$ cat src/rtl/fifo_wr_arbiter.sv
// Round-robin burst arbiter sharing the write port of a dual-clock FIFO.
// Grants bursts only when the FIFO has room for a full burst plus margin.
module fifo_wr_arbiter #(
  parameter int NREQ    = 2,
  parameter int DW      = 16,
  parameter int UW      = 8,
  parameter int DEPTH   = 256,
  parameter int BURST   = 16,
  parameter int MARGIN  = 4,
  parameter int TIMEOUT = 64
) (
  input  logic              clk,
  input  logic              rst,
  input  logic [NREQ-1:0]   src_valid,
  input  logic [NREQ*DW-1:0] src_data,
  input  logic [NREQ-1:0]   src_last,
  output logic [NREQ-1:0]   src_ready,
  input  logic              fifo_wrfull,
  input  logic [UW-1:0]     fifo_wrusedw,
  output logic              fifo_wrreq,
  output logic [DW-1:0]     fifo_data,
  output logic [NREQ-1:0]   gnt,
  output logic              busy,
  output logic              abort_pulse
);

  localparam int IW = (NREQ > 1) ? $clog2(NREQ) : 1;
  localparam int BW = $clog2(BURST + 1);
  localparam int TW = $clog2(TIMEOUT + 1);

  localparam logic [UW:0] DEPTH_W = (UW+1)'(DEPTH);
  localparam logic [UW:0] NEED_W  = (UW+1)'(BURST + MARGIN);
  localparam logic [BW-1:0] LAST_BEAT = BW'(BURST - 1);
  localparam logic [TW-1:0] IDLE_MAX  = TW'(TIMEOUT - 1);
  localparam logic [NREQ-1:0] ONE = NREQ'(1);

  typedef enum logic [1:0] {
    S_IDLE,
    S_BURST,
    S_GAP
  } state_t;

  state_t          state_q, state_d;
  logic [NREQ-1:0] gnt_q, gnt_d;
  logic [IW-1:0]   gidx_q, gidx_d;
  logic [IW-1:0]   rr_q, rr_d;
  logic [BW-1:0]   beat_q, beat_d;
  logic [TW-1:0]   idle_q, idle_d;

  logic [UW:0]     free;
  logic            space_ok;
  logic            pick_ok;
  logic [IW-1:0]   pick_idx;
  logic            sel_valid;
  logic            sel_last;
  logic [DW-1:0]   sel_data;
  logic            beat;

  function automatic logic [IW-1:0] wrap_idx(input int v);
    int r;
    r = v % NREQ;
    return r[IW-1:0];
  endfunction

  // wrusedw alone cannot tell empty from full; wrfull decides
  assign free = fifo_wrfull ? '0
              : DEPTH_W - {1'b0, fifo_wrusedw};
  assign space_ok = (free >= NEED_W);

  always_comb begin
    pick_ok  = 1'b0;
    pick_idx = '0;
    for (int k = 0; k < NREQ; k++) begin
      if (!pick_ok &&
          src_valid[wrap_idx(int'(rr_q) + k)]) begin
        pick_ok  = 1'b1;
        pick_idx = wrap_idx(int'(rr_q) + k);
      end
    end
  end

  assign sel_valid = src_valid[gidx_q];
  assign sel_last  = src_last[gidx_q];
  assign sel_data  = src_data[int'(gidx_q)*DW +: DW];

  assign beat = (state_q == S_BURST)
              & sel_valid & ~fifo_wrfull;

  assign gnt       = gnt_q;
  assign busy      = (state_q != S_IDLE);
  assign fifo_data = (|gnt_q) ? sel_data : '0;

  always_comb begin
    state_d     = state_q;
    gnt_d       = gnt_q;
    gidx_d      = gidx_q;
    rr_d        = rr_q;
    beat_d      = beat_q;
    idle_d      = idle_q;
    src_ready   = '0;
    fifo_wrreq  = 1'b0;
    abort_pulse = 1'b0;
    unique case (state_q)
      S_IDLE: begin
        if (space_ok && pick_ok) begin
          gnt_d   = ONE << pick_idx;
          gidx_d  = pick_idx;
          beat_d  = '0;
          idle_d  = '0;
          state_d = S_BURST;
        end
      end
      S_BURST: begin
        src_ready[gidx_q] = ~fifo_wrfull;
        fifo_wrreq        = beat;
        // full-FIFO stalls are not the producer's fault
        if (sel_valid) begin
          idle_d = '0;
        end else if (!fifo_wrfull) begin
          if (idle_q == IDLE_MAX) begin
            abort_pulse = 1'b1;
            state_d     = S_GAP;
          end else begin
            idle_d = idle_q + 1'b1;
          end
        end
        if (beat) begin
          beat_d = beat_q + 1'b1;
          if (sel_last || beat_q == LAST_BEAT) begin
            state_d = S_GAP;
          end
        end
      end
      S_GAP: begin
        gnt_d   = '0;
        rr_d    = wrap_idx(int'(gidx_q) + 1);
        beat_d  = '0;
        idle_d  = '0;
        state_d = S_IDLE;
      end
      default: begin
        state_d = S_IDLE;
      end
    endcase
  end

  always_ff @(posedge clk or posedge rst) begin
    if (rst) begin
      state_q <= S_IDLE;
      gnt_q   <= '0;
      gidx_q  <= '0;
      rr_q    <= '0;
      beat_q  <= '0;
      idle_q  <= '0;
    end else begin
      state_q <= state_d;
      gnt_q   <= gnt_d;
      gidx_q  <= gidx_d;
      rr_q    <= rr_d;
      beat_q  <= beat_d;
      idle_q  <= idle_d;
    end
  end

endmodule
$ cat config.mk
export PLATFORM = sky130hd
export DESIGN_NAME = fifo_wr_arbiter
export DESIGN_NICKNAME = d
export VERILOG_FILES = /design/src/rtl/fifo_wr_arbiter.sv
export SDC_FILE = /design/constraint.sdc
export NUM_CORES = 1
export LEC_CHECK = 0
export BUFFER_PORTS_ARGS = -buffer_cell sky130_fd_sc_hd__buf_2
export CAP_MARGIN = 20
export CELL_PAD_IN_SITES_DETAIL_PLACEMENT = 1
export CELL_PAD_IN_SITES_GLOBAL_PLACEMENT = 2
export CORE_AREA = 2 2 78 80
export DETAILED_ROUTE_END_ITERATION = 16
export DIE_AREA = 0 0 80 82
export PLACE_DENSITY_LB_ADDON = 0.1
export SETUP_SLACK_MARGIN = 0.2
export SLEW_MARGIN = 20
export SYNTH_ARGS = -nofsm -noshare
export SYNTH_HDL_FRONTEND = slang
export SYNTH_SLANG_ARGS = --single-unit
export TNS_END_PERCENT = 100
$ cat constraint.sdc
create_clock -name clk -period 2.35 [get_ports clk]
set_input_delay 0.235 -clock clk [delete_from_list [all_inputs] [get_ports clk]]
set_output_delay 0.235 -clock clk [all_outputs]
set_load 0.01 [all_outputs]
==> results of run 1 <==
==> area by class of cell <==
cell class              count  area, um^2
fillers                   730        3950
flip-flops and latches     18         450
inverters                   8        30.0
clock buffers               4        55.1
well taps                  75        93.8
multi-input cells         123         810
repair buffers             71         360
==> logic make-up (layout without fill, tap and decap cells) <==
logic type / after synthesis / after routing
muxes: 20 / 20
buffers and inverters: 14 / 83
and+or+nand+nor: 67 / 67
AOI/OAI and AO/OA: 32 / 32
DFF: 18 / 18
adders and majority gates: 4 / 4
==> power breakdown <==
| part | internal (W) | total, W | switching (W) |
|---|---|---|---|
| Sequential | 0.000408 | 0.000502 | 0.0000940 |
| Combinational | 0.000445 | 0.00103 | 0.000590 |
| Clock | 0.000149 | 0.000263 | 0.000114 |
==> worst max-delay path, stage by stage (launching register included) <==
cell	delay, ns
sky130_fd_sc_hd__dfrtp_1	0.39
sky130_fd_sc_hd__ha_1	0.22
sky130_fd_sc_hd__nand3_1	0.15
sky130_fd_sc_hd__nor3_1	0.34
sky130_fd_sc_hd__o22ai_1	0.26
sky130_fd_sc_hd__or2_4	0.32
sky130_fd_sc_hd__a32o_1	0.22
==> worst paths after layout <==
| path | cells after the start | startpoint | endpoint |
|---|---|---|---|
| max reg2reg | 6 | idle_q[0] | idle_q[4] |
| min | 2 | rst | idle_q[5] |
| max in group asynchronous | 2 | rst | rr_q |
| min in group clk | 3 | src_valid[1] | gnt[1] |
| max | 6 | idle_q[0] | idle_q[4] |
| min reg2reg | 2 | rr_q | rr_q |
==> state kept, by name, summed over array words and instances (netlist names) <==
register,flops
gnt,2
idle_q,7
state_q,2
gidx_q,1
beat_q,5
rr_q,1
==> metal layers <==
layer | vias up | track usage
li1 | 692 | -
met1 | 665 | 0.167
met2 | 20 | 0.213
met3 | 2 | 0.0253
met4 | 0 | 0.0153
met5 | - | 0
==> placed cells by master, fill, tap and decap left out, types with 3 or more instances in the layout <==
cell and n:
sky130_fd_sc_hd__buf_2 69, sky130_fd_sc_hd__nand2b_1 4, sky130_fd_sc_hd__nand3_1 7, sky130_fd_sc_hd__or3_1 3, sky130_fd_sc_hd__nor3_1 3, sky130_fd_sc_hd__nand2_1 11, sky130_fd_sc_hd__ha_1 4, sky130_fd_sc_hd__clkbuf_8 4
sky130_fd_sc_hd__dfrtp_1 18, sky130_fd_sc_hd__mux2i_1 18, sky130_fd_sc_hd__nor2_1 25, sky130_fd_sc_hd__nor2b_1 4, sky130_fd_sc_hd__inv_1 8, sky130_fd_sc_hd__o21ai_0 12
==> through the flow <==
stage	total power [W]	util	std cells	cell area, um^2	hold slack, ns
final	0.00180	0.313	299	1800	0.0763
after global routing	0.00198	0.313	299	1800	0.150
after floorplan	0.00119	-	155	1320	0.174
after CTS	0.00184	0.313	299	1800	0.108
after detailed placement	0.00157	0.304	295	1740	0.400
after global placement	0.00154	0.304	295	1740	0.394
==> impl_results.rst, run 1 <==
.. list-table::
   :header-rows: 1

   * - Metric
     - Value
   * - Complex-gate fraction of the synthesized area
     - 0.171
   * - Post-synth design cell area
     - 1320 um^2
   * - Multiplexer share of the synthesized area
     - 0.154
   * - Area share of the largest cell type after synthesis
     - 0.341
   * - WL met1
     - 1.90 mm
   * - Worst max-slew margin expressed relative to the limit
     - 0.526
   * - Most common cell in the synthesized netlist
     - sky130_fd_sc_hd__nor2_1
   * - Number of storage elements in the synthesis netlist
     - 18
   * - Critical path start-end classification
     - flip-flop to flip-flop
   * - Total negative slack for setup checks
     - 0 ns
   * - Routability cong.
     - 0.768
   * - Cts hold-fix bufs
     - 0
   * - Max-capacitance violation count
     - 0
   * - Adder-cell area share of the yosys netlist
     - 0.0379
   * - Core footprint
     - 5750 um^2
   * - Top metal layer carrying routed signals
     - met4
   * - WP data arrival
     - 2.16 ns
   * - TritonCTS clock tree
     - done
   * - Count of standard-cell rows
     - 28
   * - Sequential cell area fraction in the yosys report
     - 0.341
   * - Net count, final
     - 276
   * - Number of unique standard cell types used by synthesis
     - 40
   * - Average wire per cell in the routed design
     - 14.3 um
   * - Fin. max-slew vios
     - 0
   * - Initial core utilization
     - 0.230
   * - Transition time of the tightest slew-check pin
     - 0.711 ns
   * - Number of ports placed on the die boundary
     - 70
   * - Largest cells by area after synthesis
     - sky130_fd_sc_hd__dfrtp_1, sky130_fd_sc_hd__mux2i_1, sky130_fd_sc_hd__nor2_1
   * - Clock Root Buffer
     - sky130_fd_sc_hd__clkbuf_8
   * - Number of warning messages in the yosys log
     - 0
   * - Resized Gates After CTS
     - 0
   * - First-pass GRT wire length
     - 6.56 mm
   * - Avg Synthesized Cell Area
     - 8.52 um^2
   * - Gate count of the mapped netlist
     - 155
   * - Worst path required time
     - 2.50 ns
   * - Run status
     - complete, no violations
   * - Xor/xnor cell area share of the yosys netlist
     - 0
   * - Die Outline Area
     - 6560 um^2
   * - Power per cell area
     - 1000 nW/um^2
   * - Fraction of final layout cells with drive strength greater than 1
     - 0.366
   * - N_diodes
     - 0
   * - Skew-Pair Late Insertion Delay
     - 0.26 ns
   * - Metal3 WL
     - 144 um
   * - RSZ-0062 raised after global routing
     - false
   * - Via count of the first global-routing pass
     - 1343
   * - Inserted Clock Buffers
     - 3
   * - Most used DFF post-synth
     - sky130_fd_sc_hd__dfrtp_1
   * - Ranking of synthesized cells by instance count
     - sky130_fd_sc_hd__nor2_1, sky130_fd_sc_hd__dfrtp_1, sky130_fd_sc_hd__mux2i_1, sky130_fd_sc_hd__o21ai_0, sky130_fd_sc_hd__nand2_1
   * - Share of synthesized flip-flops with an asynchronous set or reset
     - 1.00
   * - Clock-pin slew on the worst setup and hold paths
     - 0.08 ns
   * - Post-route ant nets
     - 0
   * - Wirelength, routed
     - 4.29 mm
   * - Post-CTS setup repair buffer count
     - 0
   * - Via Count
     - 1379
   * - Sort of element at the start of the critical path
     - flip-flop
   * - Max Clock Skew
     - 0.00614 ns
   * - Pre-CTS setup slack
     - 0.230 ns
   * - Largest vdd supply drop
     - 0.299 mV
   * - Synth Area in Simple Gates
     - 0.251
   * - Cell type with the largest total area after synthesis
     - sky130_fd_sc_hd__dfrtp_1
   * - Initial antenna violation count
     - 0
   * - Min Tclk post-route
     - 2.00 ns
   * - Post-Syn Nets
     - 206
   * - Initial detailed-routing violation count
     - 35
   * - Largest fanout on the critical path
     - 7
   * - Global-route total usage across every layer
     - 0.125
   * - Number of clock sinks
     - 18
   * - Met2 wire length
     - 2.23 mm
   * - Relative area change from synthesis to final layout
     - 36.3%
   * - Die X-Extent
     - 80 um
   * - Largest net degree at the start of global routing
     - 19
   * - Total leakage power
     - 0.890 nW
   * - DP Wirelength
     - 3.54 mm
   * - Count of unresolved DRC violations after routing
     - 0
   * - Final setup fails
     - 0
   * - Post-route worst setup slack
     - 0.349 ns
   * - Via-to-Cell Ratio
     - 4.61
   * - Worst min-delay path category
     - input pin to asynchronous set/reset pin
   * - Fraction of the cycle the final worst path needs
     - 0.852
   * - Combinational family with the most area after synthesis
     - simple AND/OR/NAND/NOR gates
   * - First-pass detailed-route iteration total
     - 3
   * - Port Buffer Count
     - 69
   * - Final hold viol count
     - 0
   * - Count of flip-flops with a built-in enable after synthesis
     - 0
   * - H-tree depth
     - 1
   * - Worst setup EP type
     - flip-flop
   * - Die Y
     - 82 um
   * - Setup slack of the most critical reg-to-reg path
     - 0.35 ns
   * - Number of buffers between clock root and the deepest sink
     - 2
   * - Grt ovf
     - 0
   * - Maximum clock rate
     - 500 MHz
Power figures use the tool's default switching activity.
==> inputs of run 2 (changes only) <==
==> constraint.sdc (replaced) <==
create_clock -name clk -period 2.35 [get_ports clk]
set_input_delay 0.705 -clock clk [delete_from_list [all_inputs] [get_ports clk]]
set_output_delay 0.705 -clock clk [all_outputs]
set_load 0.01 [all_outputs]
==> impl_results.rst, run 2 (synthesis gave the netlist of run 1 again) <==
.. list-table::
   :header-rows: 1

   * - Metric
     - Value
   * - Clock Root Buffer
     - sky130_fd_sc_hd__clkbuf_8
   * - WP data arrival
     - 1.43 ns (-0.73 ns)
   * - Most used cell, CP
     - sky130_fd_sc_hd__buf_2
   * - Via-to-Cell Ratio
     - 4.64 (+0.61%)
   * - Initial antenna violation count
     - 0 (unchanged)
   * - Final setup fails
     - 0 (unchanged)
   * - Cells along the critical path
     - buf_2, mux2i_1, and3_1, buf_2
   * - Power per cell area
     - 983 nW/um^2 (-1.7%)
   * - First-pass detailed-route iteration total
     - 4 (+1)
   * - Largest vdd supply drop
     - 0.412 mV (+38%)
   * - Relative area change from synthesis to final layout
     - 51.0%
   * - Number of clock sinks
     - 18 (unchanged)
   * - Final hold viol count
     - 0 (unchanged)
   * - DP Wirelength
     - 3.73 mm (+5.2%)
   * - Fraction of the cycle the final worst path needs
     - 0.911 (+0.0590)
   * - Count of unresolved DRC violations after routing
     - 0 (unchanged)
   * - Max-capacitance violation count
     - 0 (unchanged)
   * - Number of ports placed on the die boundary
     - 70 (unchanged)
   * - Clock-pin slew on the worst setup and hold paths
     - 0.07 ns (about the same)
   * - Via Count
     - 1457 (+5.7%)
   * - Initial core utilization
     - 0.230 (unchanged)
   * - Min Tclk post-route
     - 2.14 ns (+0.139 ns)
   * - Global-route total usage across every layer
     - 0.136 (+0.0110)
   * - Net count, final
     - 291 (+5.4%)
   * - TritonCTS clock tree
     - done
   * - Cts hold-fix bufs
     - 0 (unchanged)
   * - Leading cell type in the layout, fill and taps excluded
     - sky130_fd_sc_hd__buf_2
   * - Initial detailed-routing violation count
     - 37 (+5.7%)
   * - Skew-Pair Late Insertion Delay
     - 0.25 ns (about the same)
   * - Setup slack of the most critical reg-to-reg path
     - 0.44 ns (+0.09 ns)
   * - Met2 wire length
     - 2.61 mm (+17%)
   * - Via count of the first global-routing pass
     - 1489 (+11%)
   * - First-pass GRT wire length
     - 6.95 mm (+6.0%)
   * - Fin. max-slew vios
     - 0 (unchanged)
   * - Highest-count cells in the layout ignoring fill and taps
     - sky130_fd_sc_hd__buf_2, sky130_fd_sc_hd__nor2_1, sky130_fd_sc_hd__mux2i_1
   * - Metal3 WL
     - 180 um (+25%)
   * - Largest net degree at the start of global routing
     - 19 (unchanged)
   * - H-tree depth
     - 1 (unchanged)
   * - Worst max-slew margin expressed relative to the limit
     - 0.507 (-0.0189)
   * - RSZ-0062 raised after global routing
     - true
   * - Core footprint
     - 5750 um^2 (unchanged)
   * - Largest fanout on the critical path
     - 5 (-2)
   * - Sort of element at the start of the critical path
     - input pin
   * - Pre-CTS setup slack
     - -0.0739 ns (-0.304 ns)
   * - Post-route worst setup slack
     - 0.210 ns (-0.139 ns)
   * - Transition time of the tightest slew-check pin
     - 0.739 ns (+0.0284 ns)
   * - Worst setup EP type
     - output pin
   * - CP max stage delay
     - 0.27 ns (-0.12 ns)
   * - Flip-flop count of the largest register after layout
     - 7 (unchanged)
   * - Total Power Consumption
     - 0.00196 W (+8.9%)
   * - Largest register by flop count
     - idle_q
   * - Inserted Clock Buffers
     - 3 (unchanged)
   * - Number of fill cells
     - 706 (-3.3%)
   * - Slowest stage cell, crit path
     - sky130_fd_sc_hd__mux2i_1
   * - Port Buffer Count
     - 69 (unchanged)
   * - Run status
     - complete, no violations
   * - WL met1
     - 1.75 mm (-7.9%)
   * - Worst min-delay path category
     - flip-flop to flip-flop
   * - Top metal layer carrying routed signals
     - met4
   * - Largest registers
     - idle_q: 7 flops, beat_q: 5 flops
   * - Die X-Extent
     - 80 um (unchanged)
   * - Total leakage power
     - 0.972 nW (+9.2%)
   * - Routability cong.
     - 0.731 (-4.8%)
   * - Fraction of final layout cells with drive strength greater than 1
     - 0.460 (+0.0942)
   * - Grt ovf
     - 0 (unchanged)
   * - Wirelength, routed
     - 4.56 mm (+6.3%)
   * - Maximum clock rate
     - 467 MHz (-6.5%)
   * - Max Clock Skew
     - 0.00169 ns (-0.00445 ns)
   * - Die Y
     - 82 um (unchanged)
   * - N_diodes
     - 0 (unchanged)
   * - Critical path start-end classification
     - input pin to output pin
   * - Number of buffers between clock root and the deepest sink
     - 2 (unchanged)
   * - Worst path required time
     - 1.64 ns (-0.86 ns)
   * - Die Outline Area
     - 6560 um^2 (unchanged)
   * - Average wire per cell in the routed design
     - 14.5 um (+1.2%)
   * - Post-route ant nets
     - 0 (unchanged)
   * - Count of standard-cell rows
     - 28 (unchanged)
-- run 2: worst paths after layout --
| check | to | start | cells past startpoint |
|---|---|---|---|
| worst max-delay path | abort_pulse | src_valid[1] | 4 |
| worst min-delay path | rr_q | rr_q | 2 |
| worst max register to register | idle_q[3] | state_q[0] | 5 |
| worst min register to register | rr_q | rr_q | 2 |
| max in group asynchronous | gidx_q | rst | 2 |
| min in group asynchronous | beat_q[4] | rst | 2 |
-- run 2: final cells by class --
| type | count | area, um^2 | area share |
|---|---|---|---|
| inverters | 8 | 35.0 | 0.0176 |
| clock buffers | 4 | 55.1 | 0.0276 |
| well taps | 75 | 93.8 | 0.0471 |
| multi-input cells | 123 | 865 | 0.434 |
| flip-flops and latches | 18 | 452 | 0.227 |
| repair buffers | 86 | 493 | 0.247 |
-- run 2: per-layer routing --
| layer | up-vias | GRT usage |
|---|---|---|
| met2 | 29 | 0.274 |
| li1 | 724 | - |
| met4 | 0 | 0.0153 |
| met1 | 702 | 0.145 |
| met3 | 2 | 0.0330 |
| met5 | - | 0 |
-- run 2: repair_timing --
item	in CTS	in global routing
pin swaps	3	2
setup endpoints to repair	19	25
resized for setup	9	6
buffers inserted	4	3
endpoints found under the hold margin	0	0
-- run 2: where the power goes --
part           leakage (nW)  switching (W)  internal [W]
Sequential            0.230      0.0000909      0.000410
Combinational         0.713       0.000640      0.000567
Clock                0.0288       0.000103      0.000149
-- run 2: through the flow --
| step | setup TNS [ns] | hold slack, ns | std cells | area [um^2] | util |
|---|---|---|---|---|---|
| final | 0 | 0.526 | 314 | 1990 | 0.347 |
| after global routing | 0 | 0.551 | 314 | 1990 | 0.347 |
| after CTS | 0 | 0.532 | 311 | 1950 | 0.339 |
| after detailed placement | -0.285 | 0.510 | 303 | 1840 | 0.319 |
| after global placement | -0.00742 | 0.483 | 303 | 1840 | 0.319 |
| after floorplan | 0 | 0.467 | 155 | 1350 | - |
-- run 2: critical path, delay by kind of cell --
kind	cells	cell delay [ns]
buffers and inverters	2	0.26
multiplexers	1	0.27
AND/OR/NAND/NOR	1	0.21
